===== src/rtl/iob_fp_pkg.sv =====
// Shared floating-point definitions for the operand alignment datapath:
// default field widths, exponent bias, class-flag bit positions and the
// per-operand class record produced by the unpacker.
package iob_fp_pkg;

    localparam int EXP_W_DEF  = 8;
    localparam int DATA_W_DEF = 24;
    localparam int EXP_BIAS   = 127;

    // Guard, round and sticky bits appended below the significand
    localparam int GRS_W = 3;

    // Bit positions inside the 2-bit class flag outputs
    localparam int CLASS_A = 0;
    localparam int CLASS_B = 1;

    typedef struct packed {
        logic nan;
        logic inf;
        logic zero;
    } fp_class_t;

    function automatic int aligned_w(input int data_w);
        return data_w + GRS_W;
    endfunction

endpackage


===== src/rtl/iob_fp_unpack.sv =====
// Combinational operand unpacker: splits sign/exponent/fraction, restores
// the hidden bit, maps denormals to effective exponent 1 and classifies.
module iob_fp_unpack
    import iob_fp_pkg::*;
#(
    parameter int DATA_W = DATA_W_DEF,
    parameter int EXP_W  = EXP_W_DEF
) (
    input  logic [EXP_W+DATA_W-1:0] op,
    output logic                    sign,
    output logic [EXP_W-1:0]        exp_eff,
    output logic [DATA_W-1:0]       sig,
    output fp_class_t               cls
);

    logic [EXP_W-1:0]  exp_raw;
    logic [DATA_W-2:0] frac;
    logic              exp_zero;
    logic              exp_ones;
    logic              frac_zero;

    assign sign      = op[EXP_W+DATA_W-1];
    assign exp_raw   = op[EXP_W+DATA_W-2 -: EXP_W];
    assign frac      = op[DATA_W-2:0];

    assign exp_zero  = (exp_raw == '0);
    assign exp_ones  = &exp_raw;
    assign frac_zero = (frac == '0);

    // Denormals share the scale of the smallest normal exponent
    assign exp_eff   = exp_zero ? EXP_W'(1) : exp_raw;
    assign sig       = {~exp_zero, frac};

    assign cls.nan   = exp_ones & ~frac_zero;
    assign cls.inf   = exp_ones & frac_zero;
    assign cls.zero  = exp_zero & frac_zero;

endmodule


===== src/rtl/iob_fp_align.sv =====
// Two-stage floating-point operand aligner. Stage 1 unpacks, classifies,
// orders the operands by effective exponent and computes the exponent
// difference; stage 2 right-shifts the smaller operand with sticky capture.
// Valid/ready handshake on both sides, full throughput.
module iob_fp_align
    import iob_fp_pkg::*;
#(
    parameter int DATA_W = DATA_W_DEF,
    parameter int EXP_W  = EXP_W_DEF
) (
    input  logic                    clk_i,
    input  logic                    rst_n_i,
    input  logic [EXP_W+DATA_W-1:0] op_a_i,
    input  logic [EXP_W+DATA_W-1:0] op_b_i,
    input  logic                    valid_i,
    output logic                    ready_o,
    output logic                    valid_o,
    input  logic                    ready_i,
    output logic                    sign_a_o,
    output logic                    sign_b_o,
    output logic [EXP_W-1:0]        exponent_o,
    output logic [DATA_W+2:0]       mantissa_a_o,
    output logic [DATA_W+2:0]       mantissa_b_o,
    output logic                    swap_o,
    output logic [1:0]              nan_o,
    output logic [1:0]              inf_o,
    output logic [1:0]              zero_o
);

    localparam int SW = aligned_w(DATA_W);

    logic              sign_a;
    logic              sign_b;
    logic [EXP_W-1:0]  exp_a;
    logic [EXP_W-1:0]  exp_b;
    logic [DATA_W-1:0] sig_a;
    logic [DATA_W-1:0] sig_b;
    fp_class_t         cls_a;
    fp_class_t         cls_b;
    logic              swap_c;

    logic              v1;
    logic              s1_sign_a;
    logic              s1_sign_b;
    logic [EXP_W-1:0]  s1_exp;
    logic [EXP_W-1:0]  s1_d;
    logic [DATA_W-1:0] s1_sig_a;
    logic [DATA_W-1:0] s1_sig_b;
    logic              s1_swap;
    logic [1:0]        s1_nan;
    logic [1:0]        s1_inf;
    logic [1:0]        s1_zero;

    logic              adv1;
    logic              adv2;
    logic [SW-1:0]     full_b;
    logic [SW-1:0]     mant_b_c;

    iob_fp_unpack #(.DATA_W(DATA_W), .EXP_W(EXP_W)) u_unpack_a (
        .op      (op_a_i),
        .sign    (sign_a),
        .exp_eff (exp_a),
        .sig     (sig_a),
        .cls     (cls_a)
    );

    iob_fp_unpack #(.DATA_W(DATA_W), .EXP_W(EXP_W)) u_unpack_b (
        .op      (op_b_i),
        .sign    (sign_b),
        .exp_eff (exp_b),
        .sig     (sig_b),
        .cls     (cls_b)
    );

    // Equal exponents keep the original order
    assign swap_c  = (exp_b > exp_a);

    assign adv2    = ~valid_o | ready_i;
    assign adv1    = ~v1 | adv2;
    assign ready_o = adv1;

    assign full_b  = {s1_sig_b, {GRS_W{1'b0}}};

    // Lane B alignment: shifted-out bits collapse into the sticky LSB
    always_comb begin
        mant_b_c = '0;
        if (32'(s1_d) >= 32'(SW)) begin
            mant_b_c = {{(SW-1){1'b0}}, |s1_sig_b};
        end else begin
            mant_b_c = (full_b >> s1_d)
                     | {{(SW-1){1'b0}}, |(full_b & ~({SW{1'b1}} << s1_d))};
        end
    end

    // Stage 1: capture unpacked, ordered operands and exponent difference
    always_ff @(posedge clk_i) begin
        if (!rst_n_i) begin
            v1        <= 1'b0;
            s1_sign_a <= 1'b0;
            s1_sign_b <= 1'b0;
            s1_exp    <= '0;
            s1_d      <= '0;
            s1_sig_a  <= '0;
            s1_sig_b  <= '0;
            s1_swap   <= 1'b0;
            s1_nan    <= '0;
            s1_inf    <= '0;
            s1_zero   <= '0;
        end else if (adv1) begin
            v1 <= valid_i;
            if (valid_i) begin
                s1_sign_a <= swap_c ? sign_b : sign_a;
                s1_sign_b <= swap_c ? sign_a : sign_b;
                s1_exp    <= swap_c ? exp_b  : exp_a;
                s1_d      <= swap_c ? (exp_b - exp_a) : (exp_a - exp_b);
                s1_sig_a  <= swap_c ? sig_b  : sig_a;
                s1_sig_b  <= swap_c ? sig_a  : sig_b;
                s1_swap   <= swap_c;
                s1_nan[CLASS_A]  <= cls_a.nan;
                s1_nan[CLASS_B]  <= cls_b.nan;
                s1_inf[CLASS_A]  <= cls_a.inf;
                s1_inf[CLASS_B]  <= cls_b.inf;
                s1_zero[CLASS_A] <= cls_a.zero;
                s1_zero[CLASS_B] <= cls_b.zero;
            end
        end
    end

    // Stage 2: register aligned significands; held while downstream stalls
    always_ff @(posedge clk_i) begin
        if (!rst_n_i) begin
            valid_o      <= 1'b0;
            sign_a_o     <= 1'b0;
            sign_b_o     <= 1'b0;
            exponent_o   <= '0;
            mantissa_a_o <= '0;
            mantissa_b_o <= '0;
            swap_o       <= 1'b0;
            nan_o        <= '0;
            inf_o        <= '0;
            zero_o       <= '0;
        end else if (adv2) begin
            valid_o <= v1;
            if (v1) begin
                sign_a_o     <= s1_sign_a;
                sign_b_o     <= s1_sign_b;
                exponent_o   <= s1_exp;
                mantissa_a_o <= {s1_sig_a, {GRS_W{1'b0}}};
                mantissa_b_o <= mant_b_c;
                swap_o       <= s1_swap;
                nan_o        <= s1_nan;
                inf_o        <= s1_inf;
                zero_o       <= s1_zero;
            end
        end
    end

endmodule


===== config.mk =====
export PLATFORM = sky130hd
export DESIGN_NAME = iob_fp_align
export DESIGN_NICKNAME = d
export VERILOG_FILES = /design/src/rtl/iob_fp_pkg.sv /design/src/rtl/iob_fp_unpack.sv /design/src/rtl/iob_fp_align.sv
export SDC_FILE = /design/constraint.sdc
export NUM_CORES = 1
export LEC_CHECK = 0
export ABC_AREA = 1
export BUFFER_PORTS_ARGS = -buffer_cell sky130_fd_sc_hd__buf_2
export CORE_MARGIN = 1
export CORE_UTILIZATION = 55
export CTS_CLUSTER_DIAMETER = 60
export CTS_CLUSTER_SIZE = 24
export DETAILED_ROUTE_END_ITERATION = 16
export GPL_TIMING_DRIVEN = 1
export PLACE_DENSITY = 0.78
export SYNTH_ARGS = -nofsm -noshare
export SYNTH_HDL_FRONTEND = slang
export SYNTH_SLANG_ARGS = --single-unit

===== constraint.sdc =====
create_clock -name clk_i -period 6.89 [get_ports clk_i]
set_input_delay 0.689 -clock clk_i [delete_from_list [all_inputs] [get_ports clk_i]]
set_output_delay 0.689 -clock clk_i [all_outputs]
set_load 0.02 [all_outputs]

## Word-level counts from Yosys, hierarchy flattened

Index checks and enable logic that the tools add are counted.

- Add/subtract/negate cells: 2
- Order comparisons: 2
- Shift-type cells: 2
- Mux-type cells: 9
- Bitwise operators: 17
- Reductions and logical operators: 10

Operators by type and width:

| kind | count |
|---|---|
| 24-bit two-way mux | 2 |
| 23-bit logical NOT | 2 |
| 8-bit two-way mux | 4 |
| 27-bit bitwise AND | 1 |
| 27-bit two-way mux | 1 |
| 27-bit NOT | 1 |
| 27-bit by 1-bit bitwise OR with 27-bit output | 1 |
| 27-bit OR reduction | 1 |
| 27-bit by 8-bit << shifter with 27-bit output (first input constant) | 1 |
| 27-bit by 8-bit right shift with 27-bit output | 1 |
| 24-bit OR reduction | 1 |
| 8-bit logical NOT | 2 |
| 8-bit AND reduction | 2 |
| 8-bit subtractor | 2 |
| 8-bit by 5-bit greater-or-equal comparator with 1-bit output (second input constant) | 1 |
| 8-bit greater-than comparator | 1 |
| 1-bit bitwise AND | 6 |
| 1-bit NOT | 6 |
| 2-bit AND reduction | 2 |
| 1-bit two-way mux | 2 |
| 1-bit bitwise OR | 2 |

- Register bits: 143
- Input port bits: 68
- Logic and storage cells: 63

## Logic depth before layout (Yosys ltp)

- Depth after elaboration: 6
- Gate-level depth with buffers: 19
- Mapped depth without buffers: 18

## Hierarchy

From an unflattened synthesis, not the netlist that was laid out.

- Cells, all modules: 1388
- Area, all modules: 8938.6 um^2

By module, submodules not included:

| module | times used | cells each | area each (um^2) | seq. area each (um^2) |
|---|---|---|---|---|
| iob_fp_align | 1 | 1250 | 8185.4 | 2862.7 |
| iob_fp_unpack | 2 | 69 | 376.6 | 0.0 |

## Least setup slack after synthesis

Ideal clock, no wire load.

- Kind: input -> register
- Start: input op_b_i[25]
- End: register s1_sig_a[10]
- Arrival: 3067 ps
- Required time: 6774 ps
- Path slack: 3706 ps
- Stages on the path: 17
- Buffers on the path: 2
- Path through: nor4_1 -> inv_1 -> or2_2 -> nand2_1 -> inv_1 -> ha_1 -> fa_1 -> o21ai_2 -> nand2_1 -> o211ai_2 -> nand2_2 -> buf_6 -> buf_8 -> a21oi_2 -> o21ai_1 -> o211ai_1 -> inv_1

- Word-level cells in the longest chain between the ends: 4

Ends and longest elaborated chain:

| what | RTL line | source |
|---|---|---|
| from (decl) | iob_fp_align.sv:14 | `input logic [EXP_W+DATA_W-1:0] op_b_i,` |
| 8-bit logical NOT | iob_fp_unpack.sv:26 | `assign exp_zero = (exp_raw == '0);` |
| 8-bit two-way mux (*) | iob_fp_unpack.sv:31 | `assign exp_eff = exp_zero ? EXP_W'(1) : exp_raw;` |
| 8-bit greater-than comparator (*) | iob_fp_align.sv:76 | `assign swap_c = (exp_b > exp_a);` |
| 24-bit two-way mux (*) | iob_fp_align.sv:116 | `s1_sig_a <= swap_c ? sig_b : sig_a;` |
| to (signal assigned) | iob_fp_align.sv:116 |  |
| to (decl) | iob_fp_align.sv:47 | `logic [DATA_W-1:0] s1_sig_a;` |

Mark *: on every way between the ends. The rest lies on a longest branch, timed or not.
A chain may end at the register's enable or synchronous reset.

## Worst setup path in the final report

- Start: input op_b_i[24]
- End: register s1_sig_b[1]

- Word-level cells in the longest chain between the ends: 4

Ends and longest elaborated chain:

| what | RTL line | source |
|---|---|---|
| 8-bit logical NOT | iob_fp_unpack.sv:26 |  |
| 8-bit two-way mux (*) | iob_fp_unpack.sv:31 |  |
| 8-bit greater-than comparator (*) | iob_fp_align.sv:76 |  |
| 24-bit two-way mux (*) | iob_fp_align.sv:117 | `s1_sig_b <= swap_c ? sig_a : sig_b;` |
| to (signal assigned) | iob_fp_align.sv:117 |  |
| to (decl) | iob_fp_align.sv:48 | `logic [DATA_W-1:0] s1_sig_b;` |

Marked as above.

==> results.md <==
Run status:
- The run finished with clean final reports.

Global routing:
- For this run, the total global-route usage over all layers was measured as 0.304.
- Entering global routing, the biggest net connects 109 pins.
- The number of antenna violations at the first check in global routing is 1.
- The first global-routing pass estimated 38.8 mm of wire.
- The number of global-route vias before repair is 7,709.
- After global routing the overflow that remains totals 0.

Pwr:
- Summed over all cells, the static leakage comes to 4.67 nW.
- The switching share of power is 0.342.
- The part of the power in the clock network is 0.385.
- The design internal power is 1.64 mW.
- Of the total power, registers draw 0.376.
- For this design the ratio of total power to cell area is 259 mW/mm².
- The maximum ir drop on the vdd rail is 0.000180 V.
- The switching power summed over all nets is 0.851 mW.
- The total power draw is 2.49 mW.
- The share of total power dissipated in combinational logic is 0.239.

Clocking:
- Clock-pin slew was measured on the worst setup and hold paths at 0.06 ns.
- The H-tree was split into 4 levels.
- The later pin in the worst-skew pair is clocked with a latency of 0.43 ns.
- Once the clock tree was built, the resizer swapped 0 gates to a different size.
- No sink is reached through more buffers than the 2 on the longest clock path.
- Clock tree synthesis found a total of 143 sinks.
- TritonCTS built the clock tree.
- The clock buffer count from CTS is 17.
- The number of setup buffers added after CTS is 0.
- The cell sitting at the root of the clock tree is a clkbuf_16.
- Hold repair after CTS inserted 0 buffers.

Logic synthesis:
- The number of warnings printed during yosys synthesis is 0.
- Synthesis produced a netlist whose cell count is 1,272.
- The area fraction in compound gates after synthesis is 0.247.
- Of the total synthesized cell area, the portion taken by XOR and XNOR cells is 0.0102.
- The mapped netlist covers 0.00855 mm².
- Of the total synthesized cell area, the portion taken by AND, OR, NAND and NOR gates is 0.242.
- The synthesized area per cell is 6.72 µm².
- The share of the Yosys chip area taken by registers is 0.335.
- After synthesis, the largest family of logic cells by area is compound AO/OA/AOI/OAI gates.
- The count of unique library cells instantiated by Yosys is 44.
- Of the total synthesized cell area, the portion taken by full adders, half adders and majority gates is 0.0266.
- The synthesis-stage register bit count is 143.
- The multiplexer share of the synthesized area is 0.00117.

Placement:
- The last weighted congestion value of the routability-driven placer is 0.919.
- After legalization and detailed placement, the total HPWL measured 17.0 mm.
- The number of port buffers is 137.

Drt:
- Once detail routing completed, the nets flagged for antenna violations numbered 0.
- After the first detailed-routing iteration, the DRC count stood at 708.
- In the routed design, unresolved DRC markers number 0.
- Dividing the detail-routed wire length by the instance count gives 15.6 µm.
- The routed layout has 8,698 vias.
- The number of iterations in the first detailed-routing pass is 5.
- In the routed layout, each cell is associated on average with a via count of 5.65.
- The final layout contains routed wiring with a total length of 24.0 mm.

Cells and area:
- The number of nets in the layout is 1,423.
- Relative to the synthesized area, the layout overhead comes to 12.5%.
- Of the cells placed in the final design, the portion with a size suffix greater than 1 is 0.166.
- Leaving out fill and tap cells, the most frequent cell in the layout is nand2_1.
- 0 antenna diodes ended up in the layout.
- In the layout the commonest cells are nand2_1, inv_1, dfxtp_1.
- The layout has 1,431 filler cells.

Critical path:
- In this run the worst path has a maximum fanout of 83.
- The setup path with the least slack is of type primary input to register.
- The worst setup path is captured at a register.
- The required arrival time at the worst endpoint is 7.26 ns.
- The endpoint of the worst setup timing path is s1_sig_b[1]$_SDFFE_PN0P_.
- Data arrives at the worst endpoint at 4.32 ns.
- On the worst path, the slowest cell contributes a delay of 0.50 ns.
- The startpoint of the worst-slack reg-to-reg timing path is valid_o$_SDFFE_PN0P_.
- The slack of the worst reg-to-reg path is 4.04 ns.
- The logic depth of the worst register-to-register path is 12.
- The endpoint of the worst register-to-register path is mantissa_b_o[6]$_SDFFE_PN0P_.
- The cell type of the slowest stage on the worst timing path is fa_1.
- The origin of the worst setup path is op_b_i[24].
- The signal on the critical path passes through buf_2 > nor4_1 > inv_1 > or2_2 > nand2_1 > inv_1 > ha_1 > fa_1 > o21ai_2 > nand2_1 > o211ai_2 > nand2_4 > buf_4 > inv_2 > o21ai_0 > o22ai_1 > nand2_1 > inv_1.
- The worst setup path is launched from a primary input.

Floorplan:
- The number of rows created at floorplan is 45.
- The die is 127 µm wide.
- The placeable core area is 0.0152 mm².
- The number of top-level pins is 141.
- The initial utilization of the core area, before any placement, comes to 0.562.
- The height of the die is 127 µm.
- The die covers 0.0160 mm².

STA:
- The post-route clock skew is 0.00884 ns.
- The period utilization is 0.574.
- The final hold violation count is 0.
- The maximum operating frequency is 0.253 GHz.
- The worst path needs 3.95 ns of the cycle, external delays included.
- The final-report setup violation count is 0.
- The sum of negative setup slack is 0 ns.
- Setup repair after global routing left no endpoint under its margin.
- At the pin with the least slew margin, the transition time is 1.06 ns.
- The count of pins over their slew limit came to 0.
- The normalized max-slew margin is 0.289.

Hold path:
- The startpoint identified for the worst hold timing path is mantissa_b_o[8]$_SDFFE_PN0P_.
- The class of the tightest hold or removal check is register to register.

Run:
- The number of maximum-capacitance constraint violations is 0.
[final cells by class]
cell class	instances	area, µm²	share of cell area
multi-input combinational	862	4530	0.471
sequential	143	2860	0.298
timing repair buffer	146	753	0.0783
inverter	168	632	0.0657
clock buffer	19	443	0.0460
tap	188	235	0.0245
clock inverter	13	165	0.0172
[worst max-delay path: cells and delay by family]
family                   cells  cell delay (ns)
buffers and inverters        6             1.24
AO/OA/AOI/OAI                4             0.64
AND/OR/NAND/NOR              6             1.02
adder cells (fa/ha/maj)      2             0.72
[sequential cells by signal, indices dropped and copies added (netlist names), 8 cells and up]
register,count
exponent_o,8
mantissa_a_o,24
mantissa_b_o,27
s1_d,8
s1_exp,8
s1_sig_a,24
s1_sig_b,24
[worst min path at each step]
stage | to | slack [ns] | depth (start not counted)
after detailed placement | mantissa_b_o[5]$_SDFFE_PN0P_ | 0.45 | 2
after floorplan | s1_inf[0]$_SDFFE_PN0P_ | 0.44 | 2
after global routing | mantissa_b_o[20]$_SDFFE_PN0P_ | 0.48 | 2
after global placement | mantissa_b_o[4]$_SDFFE_PN0P_ | 0.45 | 2
final | mantissa_b_o[8]$_SDFFE_PN0P_ | 0.46 | 2
after CTS | mantissa_b_o[5]$_SDFFE_PN0P_ | 0.46 | 2
[metal layers]
layer,track usage,routed length (µm),share of wire
met1,0.400,10600,0.44
met2,0.497,11300,0.47
met4,0.123,705,0.029
met3,0.0531,1360,0.057
met5,0,10,0.00042
[kinds of logic after synthesis]
logic type	Yosys count
XOR/XNOR	10
AO/OA/AOI/OAI	348
AND/OR/NAND/NOR	483
multiplexers	1
other	1
buffers and inverters	269
adder cells (fa/ha/maj)	17
flip-flops	143
[cells in the mapped netlist, drive strengths merged]
cell type,count,share of area
nand2,206,0.092
inv,166,0.073
dfxtp,143,0.33
o21ai,142,0.084
nor2,130,0.058
a21oi,102,0.070
nand3,102,0.060
o211ai,83,0.075
buf,51,0.042
clkbuf,50,0.022
nand4,21,0.015
ha,15,0.022
nor4,10,0.0073
or2,9,0.0066
xor2,9,0.0092
a22oi,5,0.0044
nor3,4,0.0023
a21boi,3,0.0026
a31oi,3,0.0022
o221ai,3,0.0031
a21o,2,0.0018
clkinv,2,0.0010
fa,2,0.0047
o21bai,2,0.0018
o22ai,2,0.0015
and2,1,0.00073
conb,1,0.00044
mux2i,1,0.0012
o2111ai,1,0.0010
xnor2,1,0.0010
[stage by stage]
step                hold slack [ns]  setup WS, ns  area [µm²]  std cells   util
finish                        0.460          2.94        9620       1539  0.633
floorplan                     0.442          3.71        8560       1274      -
CTS                           0.461          2.95        9620       1539  0.633
detailed placement            0.452          2.58        9010       1507  0.593
global route                  0.478          2.59        9620       1539  0.633
global placement              0.448          2.69        9010       1507  0.593
[power groups by stage]
| stage | sequential (mW) | combinational (mW) | clock [mW] |
|---|---|---|---|
| after global placement | 0.953 | 0.579 | 0 |
| after floorplan | 0.970 | 0.429 | 0 |
| final | 0.937 | 0.595 | 0.959 |
| after detailed placement | 0.953 | 0.586 | 0 |
| after CTS | 0.935 | 0.589 | 0.964 |
| after global routing | 0.943 | 0.665 | 1.00 |
Power figures use the tool's default switching activity.
